`src/rtl/conv_tile_sequencer_if.sv`:
```
// Handshake bundle between the convolution tile sequencer and its surroundings.
// master: the layer controller/datapath side (drives start, config, stall, idle flags).
// slave : the sequencer itself (drives busy, load_bias, feed_*, pos_*, done, layer_done, cfg_err).
interface conv_tile_sequencer_if #(
  parameter int unsigned N_BITS = 6,
  parameter int unsigned K_BITS = 10
);
  logic              start;
  logic [N_BITS:0]   out_rows;
  logic [N_BITS:0]   out_cols;
  logic [K_BITS-1:0] k_cycles;
  logic              stall;
  logic              sta_idle;
  logic              array_idle;

  logic              busy;
  logic              load_bias;
  logic              feed_valid;
  logic [K_BITS-1:0] feed_count;
  logic [N_BITS-1:0] pos_row;
  logic [N_BITS-1:0] pos_col;
  logic              done;
  logic              layer_done;
  logic              cfg_err;

  modport master (
    output start, out_rows, out_cols, k_cycles, stall, sta_idle, array_idle,
    input  busy, load_bias, feed_valid, feed_count, pos_row, pos_col, done, layer_done, cfg_err
  );

  modport slave (
    input  start, out_rows, out_cols, k_cycles, stall, sta_idle, array_idle,
    output busy, load_bias, feed_valid, feed_count, pos_row, pos_col, done, layer_done, cfg_err
  );
endinterface

```
`src/rtl/conv_tile_sequencer.sv`:
```
// Walks an output feature map in SA_N x SA_N tiles, row-major. For each tile it loads bias,
// feeds k_cycles A/B vectors (pausing on stall), waits for the systolic array to drain,
// signals done, then waits for the array datapath to settle before moving to the next tile.
// Ports:
//   clk   - clock, rising edge
//   reset - synchronous, active-high
//   bus   - conv_tile_sequencer_if.slave: start/config/stall/idle in; busy, load_bias,
//           feed_valid, feed_count, pos_row, pos_col, done, layer_done, cfg_err out
module conv_tile_sequencer #(
  parameter int unsigned MAX_N  = 64,
  parameter int unsigned N_BITS = $clog2(MAX_N),
  parameter int unsigned SA_N   = 4,
  parameter int unsigned K_BITS = 10
) (
  input logic                  clk,
  input logic                  reset,
  conv_tile_sequencer_if.slave bus
);

  typedef enum logic [2:0] {
    StIdle,
    StBias,
    StFeed,
    StDrain,
    StDone,
    StWait,
    StLdone
  } state_e;

  // One bit wider than a coordinate so pos + SA_N cannot wrap at MAX_N.
  localparam logic [N_BITS:0] Step = (N_BITS + 1)'(SA_N);

  state_e            state_q, state_d;
  logic [N_BITS:0]   rows_q, rows_d;
  logic [N_BITS:0]   cols_q, cols_d;
  logic [K_BITS-1:0] k_q, k_d;
  logic [K_BITS-1:0] cnt_q, cnt_d;
  logic [N_BITS-1:0] row_q, row_d;
  logic [N_BITS-1:0] col_q, col_d;
  logic              idle_seen_q, idle_seen_d;
  logic              cfg_err_q, cfg_err_d;

  logic [N_BITS:0]   row_next;
  logic [N_BITS:0]   col_next;
  logic              last_row;
  logic              last_col;
  logic              cfg_ok;

  always_ff @(posedge clk) begin
    if (reset) begin
      state_q     <= StIdle;
      rows_q      <= '0;
      cols_q      <= '0;
      k_q         <= '0;
      cnt_q       <= '0;
      row_q       <= '0;
      col_q       <= '0;
      idle_seen_q <= 1'b0;
      cfg_err_q   <= 1'b0;
    end else begin
      state_q     <= state_d;
      rows_q      <= rows_d;
      cols_q      <= cols_d;
      k_q         <= k_d;
      cnt_q       <= cnt_d;
      row_q       <= row_d;
      col_q       <= col_d;
      idle_seen_q <= idle_seen_d;
      cfg_err_q   <= cfg_err_d;
    end
  end

  always_comb begin
    row_next = {1'b0, row_q} + Step;
    col_next = {1'b0, col_q} + Step;
    last_row = (row_next >= rows_q);
    last_col = (col_next >= cols_q);
    cfg_ok   = (bus.out_rows != '0) && (bus.out_cols != '0) && (bus.k_cycles != '0);
  end

  always_comb begin
    state_d     = state_q;
    rows_d      = rows_q;
    cols_d      = cols_q;
    k_d         = k_q;
    cnt_d       = cnt_q;
    row_d       = row_q;
    col_d       = col_q;
    idle_seen_d = 1'b0;
    cfg_err_d   = 1'b0;

    unique case (state_q)
      StIdle: begin
        if (bus.start) begin
          if (cfg_ok) begin
            rows_d  = bus.out_rows;
            cols_d  = bus.out_cols;
            k_d     = bus.k_cycles;
            row_d   = '0;
            col_d   = '0;
            cnt_d   = '0;
            state_d = StBias;
          end else begin
            cfg_err_d = 1'b1;
          end
        end
      end
      StBias: begin
        if (!bus.stall) state_d = StFeed;
      end
      StFeed: begin
        if (!bus.stall) begin
          // Count holds at k-1 after the last vector; it is cleared on the next BIAS entry.
          if (cnt_q == k_q - K_BITS'(1)) state_d = StDrain;
          else                           cnt_d   = cnt_q + K_BITS'(1);
        end
      end
      StDrain: begin
        if (bus.sta_idle && !bus.stall) state_d = StDone;
      end
      StDone: begin
        state_d = StWait;
      end
      StWait: begin
        // idle_seen_q remembers array_idle from the previous WAIT cycle only.
        idle_seen_d = bus.array_idle;
        if (bus.array_idle && idle_seen_q) begin
          if (last_row && last_col) begin
            state_d = StLdone;
          end else begin
            cnt_d   = '0;
            state_d = StBias;
            if (!last_col) begin
              col_d = col_next[N_BITS-1:0];
            end else begin
              col_d = '0;
              row_d = row_next[N_BITS-1:0];
            end
          end
        end
      end
      StLdone: begin
        state_d = StIdle;
      end
      default: begin
        state_d = StIdle;
      end
    endcase
  end

  assign bus.busy       = (state_q != StIdle);
  assign bus.load_bias  = (state_q == StBias);
  assign bus.feed_valid = (state_q == StFeed) && !bus.stall;
  assign bus.feed_count = cnt_q;
  assign bus.pos_row    = row_q;
  assign bus.pos_col    = col_q;
  assign bus.done       = (state_q == StDone);
  assign bus.layer_done = (state_q == StLdone);
  assign bus.cfg_err    = cfg_err_q;

endmodule

```
`src/flat_wrapper.sv`:
```
// flat-port wrapper written by rule: the top's interface ports become plain ports
module conv_tile_sequencer_flat 
#(
  parameter int unsigned MAX_N  = 64,
  parameter int unsigned N_BITS = $clog2(MAX_N),
  parameter int unsigned SA_N   = 4,
  parameter int unsigned K_BITS = 10
)
  (clk, reset, bus_start, bus_out_rows, bus_out_cols, bus_k_cycles, bus_stall, bus_sta_idle, bus_array_idle, bus_busy, bus_load_bias, bus_feed_valid, bus_feed_count, bus_pos_row, bus_pos_col, bus_done, bus_layer_done, bus_cfg_err);
  conv_tile_sequencer_if #(.N_BITS(N_BITS), .K_BITS(K_BITS)) bus_i ();
  input logic clk;
  input logic reset;
  input wire logic [$bits(bus_i.start)-1:0] bus_start;
  input wire logic [$bits(bus_i.out_rows)-1:0] bus_out_rows;
  input wire logic [$bits(bus_i.out_cols)-1:0] bus_out_cols;
  input wire logic [$bits(bus_i.k_cycles)-1:0] bus_k_cycles;
  input wire logic [$bits(bus_i.stall)-1:0] bus_stall;
  input wire logic [$bits(bus_i.sta_idle)-1:0] bus_sta_idle;
  input wire logic [$bits(bus_i.array_idle)-1:0] bus_array_idle;
  output wire logic [$bits(bus_i.busy)-1:0] bus_busy;
  output wire logic [$bits(bus_i.load_bias)-1:0] bus_load_bias;
  output wire logic [$bits(bus_i.feed_valid)-1:0] bus_feed_valid;
  output wire logic [$bits(bus_i.feed_count)-1:0] bus_feed_count;
  output wire logic [$bits(bus_i.pos_row)-1:0] bus_pos_row;
  output wire logic [$bits(bus_i.pos_col)-1:0] bus_pos_col;
  output wire logic [$bits(bus_i.done)-1:0] bus_done;
  output wire logic [$bits(bus_i.layer_done)-1:0] bus_layer_done;
  output wire logic [$bits(bus_i.cfg_err)-1:0] bus_cfg_err;
  assign bus_i.start = bus_start;
  assign bus_i.out_rows = bus_out_rows;
  assign bus_i.out_cols = bus_out_cols;
  assign bus_i.k_cycles = bus_k_cycles;
  assign bus_i.stall = bus_stall;
  assign bus_i.sta_idle = bus_sta_idle;
  assign bus_i.array_idle = bus_array_idle;
  assign bus_busy = bus_i.busy;
  assign bus_load_bias = bus_i.load_bias;
  assign bus_feed_valid = bus_i.feed_valid;
  assign bus_feed_count = bus_i.feed_count;
  assign bus_pos_row = bus_i.pos_row;
  assign bus_pos_col = bus_i.pos_col;
  assign bus_done = bus_i.done;
  assign bus_layer_done = bus_i.layer_done;
  assign bus_cfg_err = bus_i.cfg_err;
  conv_tile_sequencer #(.MAX_N(MAX_N), .N_BITS(N_BITS), .SA_N(SA_N), .K_BITS(K_BITS)) u_core (.clk(clk), .reset(reset), .bus(bus_i));
endmodule
```
`config.mk`:
```
export PLATFORM = sky130hd
export DESIGN_NAME = conv_tile_sequencer_flat
export DESIGN_NICKNAME = d
export VERILOG_FILES = /design/src/rtl/conv_tile_sequencer_if.sv /design/src/rtl/conv_tile_sequencer.sv /design/src/flat_wrapper.sv
export SDC_FILE = /design/constraint.sdc
export NUM_CORES = 1
export LEC_CHECK = 0
export ABC_AREA = 0
export CORE_ASPECT_RATIO = 1.4
export CORE_MARGIN = 10
export CORE_UTILIZATION = 46
export CTS_BUF_LIST = sky130_fd_sc_hd__clkbuf_4 sky130_fd_sc_hd__clkbuf_8
export CTS_CLUSTER_DIAMETER = 80
export DETAILED_ROUTE_END_ITERATION = 6
export DONT_BUFFER_PORTS = 1
export MAX_ROUTING_LAYER = met4
export SLEW_MARGIN = 20
export SYNTH_ARGS = -nofsm -noshare
export SYNTH_HDL_FRONTEND = slang
export SYNTH_SLANG_ARGS = --single-unit
```
`constraint.sdc`:
```
create_clock -name clk -period 4.7 [get_ports clk]
set_input_delay 0.47 -clock clk [delete_from_list [all_inputs] [get_ports clk]]
set_output_delay 0.47 -clock clk [all_outputs]
set_load 0.01 [all_outputs]
```
# Yosys cells after proc, flatten, opt, wreduce, memory -nomap -nowiden
# Index checks and enable logic that the tools add are counted.
dict set report word_totals {
  register_bits 51
  input_bits 30
  output_inout_bits 28
}
dict set report classes {
  add_sub_neg 4
  magnitude_cmp 2
  n_eq_ne 17
  mux 27
  bitwise_logic 3
  reduce_logical 21
}
# cell n
set op_table {}
lappend op_table {{2-to-1 mux 10 bit} 6}
lappend op_table {{2-to-1 mux 6 bit} 8}
lappend op_table {{one-hot mux 10 bit (3 select lines)} 1}
lappend op_table {{2-to-1 mux 3 bit} 8}
lappend op_table {{one-hot mux 6 bit (2 select lines)} 2}
lappend op_table {{one-hot mux 3 bit (6 select lines)} 1}
lappend op_table {{adder 6 x 3 -> 7 bit, second input constant} 2}
lappend op_table {{greater-or-equal comparator 7 bit} 2}
lappend op_table {{AND reduction 7 bit} 2}
lappend op_table {{nonzero test 7 bit} 2}
lappend op_table {{adder 10 x 1 -> 10 bit, second input constant} 1}
lappend op_table {{== test 10 bit} 1}
lappend op_table {{inequality test 2 x 1 -> 1 bit, second input constant} 5}
lappend op_table {{inequality test 2 bit, second input constant} 5}
lappend op_table {{nonzero test 10 bit} 1}
lappend op_table {{subtractor 10 x 1 -> 10 bit, second input constant} 1}
lappend op_table {{== test 3 bit, second input constant} 3}
lappend op_table {{== test 3 x 2 -> 1 bit, second input constant} 2}
lappend op_table {{logical AND 1 bit} 6}
lappend op_table {{AND reduction 6 bit} 1}
lappend op_table {{nonzero test 3 bit} 2}
lappend op_table {{AND reduction 5 bit} 1}
lappend op_table {{== test 3 x 1 -> 1 bit, second input constant} 1}
lappend op_table {{logical NOT 3 bit} 1}
lappend op_table {{other kinds (7)} 9}

# Longest topological paths before layout
# Gate-level depths: netlist (run 1).
dict set report logic_depth {
  depth_word 6
  mapped_depth 11
  ltp_nobuf 10
}

# Worst setup path after synthesis (run 1)
# Ideal clock, no wire load.
dict set report synth_timing {
  path_type {reg-to-reg}
  startpoint {register u_core.col_q[2] (netlist: u_core.bus.pos_col[2])}
  endpoint {register u_core.col_q[4] (netlist: u_core.bus.pos_col[4])}
  arrival_ps 2620
  t_required_ps 4629
  setup_slack_ps 2009
  path_stages_with_launch 11
  n_path_buf 1
  period_less_slack_ps 2691
  cell_sequence {dfxtp_1 -> nand3_1 -> xnor2_1 -> ha_1 -> a21o_1 -> a21o_1 -> o22ai_1 -> a21boi_1 -> buf_2 -> or4b_2 -> a21oi_1}
}
dict set report synth_via {
  elab_chain_len 6
}
# item line_no
set synth_lines {}
lappend synth_lines {{from (decl)} conv_tile_sequencer.sv:39} ;# logic [N_BITS-1:0] col_q, col_d;
lappend synth_lines {{from (signal assigned)} conv_tile_sequencer.sv:67} ;# col_q <= col_d;
lappend synth_lines {{adder 6 x 3 -> 7 bit *} conv_tile_sequencer.sv:75} ;# col_next = {1'b0, col_q} + Step;
lappend synth_lines {{greater-or-equal comparator 7 bit} conv_tile_sequencer.sv:77} ;# last_col = (col_next >= cols_q);
lappend synth_lines {{2-to-1 mux 6 bit} conv_tile_sequencer.sv:133} ;# if (!last_col) begin
lappend synth_lines {{2-to-1 mux 6 bit} conv_tile_sequencer.sv:128} ;# if (last_row && last_col) begin
lappend synth_lines {{2-to-1 mux 6 bit} conv_tile_sequencer.sv:127} ;# if (bus.array_idle && idle_seen_q) begin
lappend synth_lines {{one-hot mux 6 bit (2 select lines)} conv_tile_sequencer.sv:92} ;# unique case (state_q)
# Mark *: on every way between the ends. The rest lies on a longest branch, timed or not. The select of a mux whose other input is x is not followed.
# A chain may end at the register's enable or synchronous reset.

# Worst setup path in the final report (run 1)
dict set report layout_timing {
  startpoint {register u_core.row_q[4] (netlist: u_core.bus.pos_row[4])}
  endpoint {register u_core.cnt_q[8] (netlist: u_core.bus.feed_count[8])}
}
dict set report layout_via {
  elab_chain_len 5
}
# item line_no
set layout_lines {}
lappend layout_lines {{from (decl)} conv_tile_sequencer.sv:38} ;# logic [N_BITS-1:0] row_q, row_d;
lappend layout_lines {{from (signal assigned)} conv_tile_sequencer.sv:66} ;# row_q <= row_d;
lappend layout_lines {{adder 6 x 3 -> 7 bit} conv_tile_sequencer.sv:74} ;# row_next = {1'b0, row_q} + Step;
lappend layout_lines {{greater-or-equal comparator 7 bit} conv_tile_sequencer.sv:76} ;# last_row = (row_next >= rows_q);
lappend layout_lines {{logical AND 1 bit} conv_tile_sequencer.sv:128}
lappend layout_lines {{inequality test 2 bit (no line)} n/a}
lappend layout_lines {{AND reduction 7 bit (no line)} n/a}
lappend layout_lines {{to (signal assigned)} conv_tile_sequencer.sv:65} ;# cnt_q <= cnt_d;
lappend layout_lines {{to (decl)} conv_tile_sequencer.sv:37} ;# logic [K_BITS-1:0] cnt_q, cnt_d;
# No other way between the ends.

==> results of run 1 <==
final timing paths:
kind	startpoint	to	depth (start not counted)
worst max register to register	u_core.bus.pos_row[4]	u_core.bus.feed_count[8]	10
worst min register to register	u_core.cols_q[1]	u_core.cols_q[1]	2
worst min-delay path	reset	u_core.rows_q[6]	1
worst max-delay path	u_core.bus.pos_row[4]	u_core.bus.feed_count[8]	10
layer usage:
metal	routed length (um)	vias up
met5	0	-
met4	180	0
met3	419	15
met2	3410	51
met1	2700	1070
li1	-	1169
cells by family after synthesis:
logic type | count (synthesis) | synth area share, %
AND/OR/NAND/NOR | 135 | 25.6
AO/OA/AOI/OAI | 56 | 12.8
flip-flops | 47 | 33.7
buffers and inverters | 43 | 7.08
multiplexers | 28 | 10.0
adder cells (fa/ha/maj) | 14 | 6.27
XOR/XNOR | 14 | 4.39
other | 1 | 0.134
sequential cells by signal, summed over array words and instances (netlist names):
name / cells
u_core.bus.feed_count: 10
u_core.k_q: 10
u_core.cols_q: 7
u_core.rows_q: 7
u_core.bus.pos_col: 4
u_core.bus.pos_row: 4
u_core.state_q: 3
u_core.bus.cfg_err: 1
u_core.idle_seen_q: 1
worst max-delay path: cells and delay by family (launching register included):
| kind | cells | cell delay, ps |
|---|---|---|
| AO/OA/AOI/OAI | 6 | 1340 |
| XOR/XNOR | 1 | 230 |
| adder cells (fa/ha/maj) | 1 | 290 |
| flip-flops | 1 | 470 |
| AND/OR/NAND/NOR | 2 | 710 |
power breakdown:
part | total (mW) | switching (mW) | leakage (nW) | internal (mW)
Combinational | 0.470 | 0.271 | 0.769 | 0.199
Clock | 0.315 | 0.142 | 0.0612 | 0.172
Sequential | 0.507 | 0.0614 | 0.383 | 0.446
Total | 1.29 | 0.475 | 1.21 | 0.817
cell usage after synthesis (all sizes together) (2+ instances only):
| cell | n | area [um2] |
|---|---|---|
| nor3 | 7 | 35.0 |
| dfxtp | 47 | 941 |
| xnor2 | 5 | 43.8 |
| nor2 | 40 | 150 |
| nand4 | 3 | 18.8 |
| nor4 | 5 | 31.3 |
| nor3b | 5 | 37.5 |
| mux2i | 28 | 280 |
| a21o | 5 | 37.5 |
| or2 | 2 | 12.5 |
| nand2 | 17 | 63.8 |
| o311ai | 2 | 17.5 |
| and3 | 6 | 37.5 |
| o21ai | 12 | 60.1 |
| nor2b | 5 | 31.3 |
| o31ai | 2 | 20.0 |
| inv | 22 | 82.6 |
| ha | 14 | 175 |
| xor2 | 9 | 78.8 |
| nand3 | 15 | 75.1 |
| nand2b | 2 | 12.5 |
| or3 | 14 | 92.6 |
| buf | 12 | 81.3 |
| nand4bb | 2 | 22.5 |
| clkbuf | 9 | 33.8 |
| or4 | 9 | 67.6 |
| a21oi | 24 | 120 |
area by class of cell:
cell class	instances	area (um2)
fillers	594	2960
clock buffers	6	82.6
inverters	22	82.6
multi-input cells	251	1670
repair buffers	1	7.51
well taps	70	87.6
flip-flops and latches	47	941
clock inverters	2	35.0
==> results.py, run 1 <==
metrics = {
    "global_routing": {
        "busiest_layer": "met2",
        "grt_pass1_vias": 2291,
        "antenna_found_initial": 0,
        "grt-ovfl-total": 0,
        "grt_util_met3_pct": 4.27,
        "use_met2_pct": 24.1,
        "track_usage_pct": 14.4,
        "met1_usage_pct": 15.2,
        "grt_pass1_wl_um": 11200,
        "grt_max_degree": 41,
    },
    "clocking": {
        "cts.reportedPaths.clkPinSlew_ps": 90,
        "numCtsBuffers": 5,
        "cts-root-buf": "clkbuf_8",
        "cts_hold_buf": 0,
        "htreeDepth": 2,
        "post-cts-setup-buffer-count": 0,
        "cts_resized": 0,
        "clk_latency_ps": 300,
        "clock_path_buffers": 2,
        "cts_sinks": 47,
        "cts_tree": "yes",
    },
    "drt": {
        "avgRoutedWirePerCell_um": 16.8,
        "ant_nets": 0,
        "viasPerCell": 5.78,
        "drc": 0,
        "wl_um": 6710,
        "num_vias": 2305,
        "drt_pre_antenna_iters": 4,
        "drtIter0Drc": 99,
    },
    "cells_and_area": {
        "fin_nets": 372,
        "syn_to_final_growth_pct": 3.90,
        "postLayoutCoreUtil_pct": 49.5,
        "finalNonFillerCells": 399,
        "final_area_mm2": 0.00290,
        "insertedDiodeCount": 0,
        "drive_gt1_share_pct": 4.56,
        "layout_common_cells": "dfxtp_1, nor2_1, mux2i_1, a21oi_1, inv_1",
        "final_common_cell": "dfxtp_1",
    },
    "sta": {
        "fmax_mhz": 321,
        "setup_violations": 0,
        "setup_slack_ps": 1590,
        "min_period_over_period_pct": 66.2,
        "relSlewSlack_pct": 50.1,
        "tns_ps": 0,
        "slew_violations": 0,
        "period_needed_ps": 3110,
        "worstMarginPinSlew_ps": 747,
        "skew_ps": 8.82,
        "hold_viol": 0,
        "rsz0062_at_grt": "false",
        "holdWs_ps": 227,
    },
    "logic_synthesis": {
        "synth_edf_count": 0,
        "synth_area_mm2": 0.00279,
        "synth_seq_cells": 47,
        "ys_seq_area_share_pct": 33.7,
        "synthArstFlopShare_pct": 0,
        "synth_area_per_cell_um2": 8.27,
        "syn-instance-count": 338,
        "yosysUniqueCellTypes": 48,
        "yosysWarnings": 0,
        "ys.flop_type": "dfxtp_1",
    },
    "pwr": {
        "power.leakage_nw": 1.21,
        "powerDensity_mw_per_mm2": 445,
        "power.total_mw": 1.29,
        "irDropWorstVdd_uv": 247,
    },
    "floorplanning": {
        "core_area_mm2": 0.00586,
        "start_util_pct": 47.7,
        "die_h_um": 112,
        "io_pins": 58,
        "row_count": 33,
        "dieArea_mm2": 0.00963,
        "fp.dieW_um": 85.9,
    },
    "critical_path": {
        "startpoint_type": "flip-flop",
        "path_cells": "nand3_1 > xnor2_1 > ha_1 > a21o_1 > a21o_1 > o22ai_1 > a22o_1 > o211ai_2 > or4_1 > a21oi_1",
        "crit_slowest_cell": "or4_1",
        "r2r_slack_ps": 1590,
        "critPathMaxStageDelay_ps": 580,
        "worstPathArrival_ps": 3340,
        "crit_path_max_fanout": 20,
        "cp-end-kind": "flip-flop",
        "critPathRequiredTime_ps": 4930,
        "worst-setup-path-type": "flip-flop to flip-flop",
        "critPathMostFrequentCell": "a21o_1",
    },
    "placed_design": {
        "port_buffers": 0,
        "gp_congestion": 0.814,
        "hpwlAfterDp_um": 5190,
        "dpl.cell_count": 391,
        "placed_cell_area_mm2": 0.00279,
        "dp_slack_ps": 1610,
    },
    "worst_hold_path": {
        "hp-class": "primary input to flip-flop",
    },
    "flow_run": {
        "cap_violations": 0,
    },
    "outcome": {
        "outcome": "finished clean",
    },
}
Power figures use the tool's default switching activity.
==> inputs of run 2 (changes only) <==
Clock period 4.7 ns to 2.98 ns, I/O delays scaled along.
==> run 2 against run 1 <==
Effect of this change: combinational power rose by 87%; global-route usage rose by 0.15 points; critical path type unchanged; critical path depth did not move; routed wire length rose by 4.1%; sequential share of layout area fell by 1.7 points; clock-buffer cell count fell by 1; via count rose by 3.3%; final cell count rose by 4.5%; highest routed layer unchanged.
==> results.py, run 2 (synthesized netlist as in run 1, its figures left out) <==
metrics = {
    "critical_path": {
        "cp_num_buf_inv": 0,
        "worst-setup-path-type": "flip-flop to flip-flop",
        "startpoint_type": "flip-flop",
        "path_cells": "ha_1 > and3_1 > ha_1 > nand3_1 > a21oi_1 > nor2_1 > or4_1 > a21o_1 > or3_1 > a21oi_1",
        "cp-end-kind": "flip-flop",
        "critPathMaxStageDelay_ps": 530,
        "crit_slowest_cell": "or4_1",
        "critPathRequiredTime_ps": 3220,
        "crit_path_max_fanout": 6,
        "worstPathArrival_ps": 3070,
        "crit_family": "simple AND/OR/NAND/NOR gates",
    },
    "sta": {
        "period_needed_ps": 2830,
        "min_period_over_period_pct": 94.9,
        "setup_violations": 0,
        "rsz0062_at_grt": "false",
        "skew_ps": 11.4,
        "tns_ps": 0,
        "hold_viol": 0,
        "slew_violations": 0,
        "fmax_mhz": 354,
    },
    "floorplanning": {
        "core_area_mm2": 0.00586,
        "row_count": 33,
        "io_pins": 58,
        "die_h_um": 112,
        "fp.dieW_um": 85.9,
        "dieArea_mm2": 0.00963,
        "start_util_pct": 47.7,
    },
    "clocking": {
        "cts.reportedPaths.clkPinSlew_ps": 90,
        "htreeDepth": 2,
        "clock_path_buffers": 2,
        "numCtsBuffers": 5,
        "cts_sinks": 47,
        "cts_hold_buf": 0,
        "clk_latency_ps": 310,
        "cts_tree": "yes",
        "cts-root-buf": "clkbuf_8",
    },
    "cells_and_area": {
        "finalNonFillerCells": 417,
        "fin_nets": 390,
        "layout_common_cells": "dfxtp_1, nor2_1, mux2i_1, a21oi_1, inv_1",
        "syn_to_final_growth_pct": 9.63,
        "fillers": 582,
        "insertedDiodeCount": 0,
        "final_common_cell": "dfxtp_1",
        "final_area_mm2": 0.00306,
        "drive_gt1_share_pct": 9.80,
    },
    "drt": {
        "num_vias": 2381,
        "viasPerCell": 5.71,
        "drtIter0Drc": 130,
        "avgRoutedWirePerCell_um": 16.8,
        "ant_nets": 0,
        "drt_pre_antenna_iters": 4,
        "wl_um": 6990,
        "drc": 0,
    },
    "global_routing": {
        "grt-ovfl-total": 0,
        "track_usage_pct": 14.6,
        "antenna_found_initial": 0,
        "grt_pass1_vias": 2313,
        "grt_max_degree": 41,
        "grt_pass1_wl_um": 11300,
    },
    "placed_design": {
        "hpwlAfterDp_um": 5530,
        "dpl.cell_count": 409,
        "gp_congestion": 0.879,
        "port_buffers": 0,
        "placed_cell_area_mm2": 0.00292,
    },
    "pwr": {
        "power.leakage_nw": 1.31,
        "power.total_mw": 2.20,
        "irDropWorstVdd_uv": 316,
        "powerDensity_mw_per_mm2": 717,
    },
    "outcome": {
        "outcome": "finished clean",
    },
    "flow_run": {
        "cap_violations": 0,
    },
    "worst_hold_path": {
        "hp-class": "primary input to flip-flop",
    },
}
-- run 2: through the flow --
step           setup WS [ps]  hold WS, ps  util (%)
2_1_floorplan            289          431         -
3_3_place_gp             254          373      49.8
3_5_place_dp             180          375      49.8
4_1_cts                  163         33.1      52.1
5_1_grt                 6.41         28.2      52.2
6_report                 153         51.2      52.2
-- run 2: what timing repair did --
| action | in CTS | in global routing |
|---|---|---|
| gates resized for setup | 0 | 1 |
| setup endpoints to repair | 0 | 2 |
| buffers inserted | 0 | 0 |
-- run 2: where the power goes --
part / internal [mW] / leakage (nW) / switching (mW)
clock network: 0.335 / 0.0644 / 0.225
registers: 0.703 / 0.383 / 0.0554
logic: 0.386 / 0.867 / 0.492
total: 1.42 / 1.31 / 0.773
-- run 2: final timing paths --
kind                                         endpoint  cells past startpoint             startpoint  slack (ps)
worst max-delay path            u_core.bus.pos_row[2]                     10  u_core.bus.pos_col[2]         150
worst min-delay path                 u_core.rows_q[6]                      1                  reset          50
worst min register to register       u_core.cols_q[1]                      2       u_core.cols_q[1]         500
worst max register to register  u_core.bus.pos_row[2]                     10  u_core.bus.pos_col[2]         150
-- run 2: cell type report --
type / instances / area (um2) / area share [%]
inverters: 22 / 82.6 / 2.70
flip-flops and latches: 47 / 941 / 30.7
multi-input cells: 251 / 1670 / 54.6
clock buffers: 5 / 68.8 / 2.25
well taps: 70 / 87.6 / 2.86
repair buffers: 19 / 143 / 4.66
clock inverters: 3 / 67.6 / 2.21
-- run 2: metal layers --
metal  global-route usage (%)  routed length [um]  part of all wire, %  vias to the layer above
met5                        -                   0                    0                        -
met4                     5.73                 167                  2.4                        0
met2                     25.5                3730                   53                       49
met1                     14.6                2650                   38                     1109
li1                         -                   -                    -                     1210
met3                     4.41                 435                  6.2                       13
